### src/rtl/write_back_stage_pkg.sv
// Shared write-back constants: source-select codes used by decode, control and write-back.
package write_back_stage_pkg;

    localparam int unsigned XLEN_DEFAULT = 32;
    localparam int unsigned REG_IDX_W    = 5;

    // Write-back source select codes (WB_SEL_ENUM).
    typedef enum logic [1:0] {
        ALU_OUT = 2'd0,
        IMM_DAT = 2'd1,
        MEM_DAT = 2'd2,
        PC_NEXT = 2'd3
    } wb_sel_e;

endpackage

### src/rtl/write_back_stage_mux4.sv
// Generic Width-bit 4:1 mux, reusable across the datapath.
module write_back_stage_mux4
    import write_back_stage_pkg::*;
#(
    parameter int unsigned Width = 32
) (
    input  logic [1:0]       sel_i,
    input  logic [Width-1:0] in0_i,
    input  logic [Width-1:0] in1_i,
    input  logic [Width-1:0] in2_i,
    input  logic [Width-1:0] in3_i,
    output logic [Width-1:0] out_o
);

    // Select one of four inputs; every code is defined so no default path exists.
    always_comb begin
        out_o = in0_i;
        unique case (wb_sel_e'(sel_i))
            ALU_OUT: out_o = in0_i;
            IMM_DAT: out_o = in1_i;
            MEM_DAT: out_o = in2_i;
            PC_NEXT: out_o = in3_i;
        endcase
    end

endmodule

### src/rtl/write_back_stage.sv
// Final RV32 pipeline stage: picks the register-file write value and forwards rd / write enable.
// Purely combinational; clk is present only for pipeline uniformity.
module write_back_stage
    import write_back_stage_pkg::*;
#(
    parameter int unsigned XLEN = XLEN_DEFAULT
) (
    input  logic                 clk,
    input  logic                 rst_n,
    input  logic [1:0]           wb_sel,
    input  logic [XLEN-1:0]      alu_result,
    input  logic [XLEN-1:0]      immediate,
    input  logic [XLEN-1:0]      mem_data,
    input  logic [XLEN-1:0]      pc_next,
    output logic [XLEN-1:0]      write_data,
    input  logic [REG_IDX_W-1:0] rd_in,
    output logic [REG_IDX_W-1:0] rd_out,
    input  logic                 reg_we_in,
    output logic                 reg_we_out
);

    // No state here, so the clock is intentionally left unconsumed.
    logic unused_clk;
    assign unused_clk = clk;

    write_back_stage_mux4 #(
        .Width (XLEN)
    ) u_mux4 (
        .sel_i (wb_sel),
        .in0_i (alu_result),
        .in1_i (immediate),
        .in2_i (mem_data),
        .in3_i (pc_next),
        .out_o (write_data)
    );

    // rd passes straight through (x0 filtering is the register file's job);
    // the write enable is killed asynchronously while reset is held.
    always_comb begin
        rd_out     = rd_in;
        reg_we_out = reg_we_in & rst_n;
    end

endmodule

### config.mk
export PLATFORM = sky130hd
export DESIGN_NAME = write_back_stage
export DESIGN_NICKNAME = d
export VERILOG_FILES = /design/src/rtl/write_back_stage_pkg.sv /design/src/rtl/write_back_stage_mux4.sv /design/src/rtl/write_back_stage.sv
export SDC_FILE = /design/constraint.sdc
export NUM_CORES = 1
export LEC_CHECK = 0
export ABC_AREA = 1
export CORE_MARGIN = 2
export CORE_UTILIZATION = 25
export DETAILED_ROUTE_END_ITERATION = 8
export GPL_TIMING_DRIVEN = 0
export MAX_ROUTING_LAYER = met4
export PLACE_DENSITY = 0.89
export SLEW_MARGIN = 20
export SYNTH_ARGS = -nofsm -noshare
export SYNTH_HDL_FRONTEND = slang
export SYNTH_HIERARCHICAL = 1
export SYNTH_SLANG_ARGS = --single-unit
### constraint.sdc
create_clock -name vclk -period 2
set_clock_uncertainty 0.1 [all_clocks]
set_input_delay 0.2 -clock vclk [all_inputs]
set_output_delay 0.2 -clock vclk [all_outputs]
set_load 0.01 [all_outputs]
# Yosys cells after proc, flatten, opt, wreduce, memory -nomap -nowiden
# Cells that the tools add are included.
# word_totals
regBits	0
latchBits	0
ram_bits	0
romBits	0
output_inout_bits	38
word_cells	6
memories	0
# op_classes
add_sub_neg	0
mul	0
n_div	0
magnitude_cmp	0
n_eq_ne	3
n_shift	0
mux	1
bitwise	1
n_reduce_logical	1
# op_table
cell	count
case mux 32 bit (4 select lines)	1
equality test 2 bit, second input constant	2
equality test 2 x 1 -> 1 bit, second input constant	1
logical NOT 2 bit	1
bitwise AND 1 bit	1

# Logic depth before layout (Yosys ltp)
# logic_depth
depth_word	2
mapped_depth	4

# By module
# The synthesis kept the hierarchy.
# by_module_without_submodules
module	instances	cells_per_inst	area_per_inst_um2
write_back_stage_mux4	1	186	1078.5
write_back_stage	1	7	45.0

# Worst setup path after synthesis
# Ideal clock, no wire load.
# synth_path
kind	input -> output
startpoint	input wb_sel[0]
endpoint	output write_data[0]
t_arrival_ps	699
required_ps	1700
slack_ps	1001
path_stages	4
n_path_buf	1
cell_sequence	nor2_2 buf_2 nand2_1 nand4_1
# synth_via
elab_chain_cells	2
# synth_rtl
element	line_no	source
start, declared	write_back_stage.sv:10	input logic [1:0] wb_sel,
equality test 2 bit, or another cell as far along	write_back_stage_mux4.sv:18	unique case (wb_sel_e'(sel_i))
case mux 32 bit (4 select lines) *	write_back_stage_mux4.sv:18	
end, declared	write_back_stage.sv:15	output logic [XLEN-1:0] write_data,
# Every way passes the cells marked *; elsewhere a longest branch is shown, timed or not.

# Worst setup path in the final report
# layout_path
startpoint	input wb_sel[1]
endpoint	output write_data[10]
# The elaborated chain is that of the path after synthesis.

==> results <==
==> through the flow <==
stage	util	hold WS [ns]	power, W
after floorplan	-	0.3891	0.0002283
after global placement	0.6638	0.8664	0.0006739
after detailed placement	0.6638	0.8657	0.0006785
after CTS	0.6698	0.8659	0.0006842
after global routing	0.6707	0.8762	0.0007291
final	0.6707	0.8650	0.0006831
==> kinds of logic after synthesis <==
kind of cell  after synthesis  synth area share
simple gates              162            0.7662
buf+inv                    31            0.2339
==> layout make-up <==
class | count | area [µm²]
tap | 52 | 65.06
multi-input combinational | 162 | 865.8
inverter | 3 | 11.26
fill | 393 | 1434
timing repair buffer | 172 | 1713
buffer | 28 | 265.3
==> routing by layer <==
layer / vias up / track usage
met4: 0 / 0.03983
met1: 989 / 0.2966
met3: 12 / 0.03134
li1: 1055 / -
met5: - / -
met2: 111 / 0.4912
==> what timing repair did <==
item | 4_1_cts | 5_1_grt
setup buffers | 2 | 0
gates resized for setup | 9 | 2
pin swaps | 0 | 0
endpoints found under the setup margin | 32 | 5
hold endpoints to repair | 0 | 0
==> synthesized netlist by cell type (all sizes together) <==
cell,n,area (µm²)
nand3,96,530.5
nand2,33,123.9
buf,28,251.5
nor2,1,6.260
inv,3,11.26
nand4,32,200.2
==> how the worst max path moves through the flow <==
stage | from | end | slack, ns | cells past startpoint
after floorplan | wb_sel[0] | write_data[0] | 1.00 | 4
final | wb_sel[1] | write_data[10] | 0.08 | 6
after global placement | wb_sel[0] | write_data[10] | -0.20 | 6
after CTS | wb_sel[0] | write_data[10] | 0.05 | 6
after global routing | wb_sel[1] | write_data[1] | 0.007 | 6
after detailed placement | wb_sel[0] | write_data[10] | -0.21 | 6
==> power by group <==
part	switching, W	internal [W]	total [W]	leakage, nW
clock network	0	0	0	0
logic	0.000242	0.000441	0.000683	1.13
registers	0	0	0	0
==> qor.yml <==
design_area_mm2: 0.002920
crit_type: "in2out"
wl_per_cell_um: 15.94
whs_path_depth: 2
path_max_fanout: 10
slowest_stage: "clkdlybuf4s50_1"
initial_utilization: 0.2580
rows: 24
regArea_um2: 0
yosysSeqAreaShare: 0
final-max-slew-violation-count: 0
critPathBufInv: 4
core-area_mm2: 0.004354
post-place-ws_ns: -0.2112
nets: 505
hold_path_class: "in2out"
drt-pass1-iter-count: 4
clockBufferCount: 0
instances_no_fill: 417
end_kind: "output port"
path_cells: "dlygate4sd2_1 > inv_2 > buf_2 > nand3_1 > nand4_1 > clkdlybuf4s50_1"
drc: 0
fin_crit_ns: 1.917
cap_violations: 0
met3WireLength_um: 460
nFlopsAndLatches: 0
grt_max_degree: 11
status: "finished, final reports clean"
via_per_inst: 5.197
worstHoldStart: "rd_in[3]"
yosysUniqueCellTypes: 12
syn-cell-area_mm2: 0.001124
layout_commonest_cell: "clkdlybuf4s50_1"
p_leak_nw: 1.128
n_antenna_cell: 0
tightest_slew_ns: 0.2066
die_height_um: 71.04
placed_cells: 415
grt_pass1_wl_um: 10530
synth_cells: 193
routed_wirelength_um: 6647
dp_hpwl_um: 5393
layout_common_cells: "166 x clkdlybuf4s50_1, 86 x nand3_1, 33 x nand2_1, 32 x nand4_1, 15 x buf_4"
io_pins: 176
start_kind: "input port"
critical_path_required_ns: 1.70
drive_gt1_frac: 0.1178
syn_nets: 331
setup_ws_ns: 0.08287
vias: 2167
m1WireLength_um: 2646
fmax_mhz: 521.6
antenna_found_initial: 0
drt_iter0_drc: 94
hold_viol: 0
rsz0062_at_grt: "false"
postCtsHoldBufs: 0
finalSetupTns_ns: 0
cpLargestDelayFamily: "buffers and inverters"
grt_usage: 0.2600
die-area_mm2: 0.005047
top_layer_used: "met4"
grt-ovfl-total: 0
dpl_cell_area_mm2: 0.002890
dr_wl_met2_um: 3430
ant_nets: 0
yosysWarnings: 6
hold_end: "rd_out[3]"
fin_crit_sh: 0.9586
max_slew_margin: 0.8622
io_buffers: 170
area_growth_pct: 159.9
critical-path-max-stage-delay_ns: 0.57
finalSetupViolCount: 0
cp.arrival_ns: 1.62
die_w_um: 71.04
avgSynthCellArea_um2: 5.822
ir_drop_mv: 0.1219
powerDensity_mw_per_mm2: 233.9
first_global_vias: 2227
gp_congestion: 0.8426
Note: power is estimated with default switching activity, not from simulation.
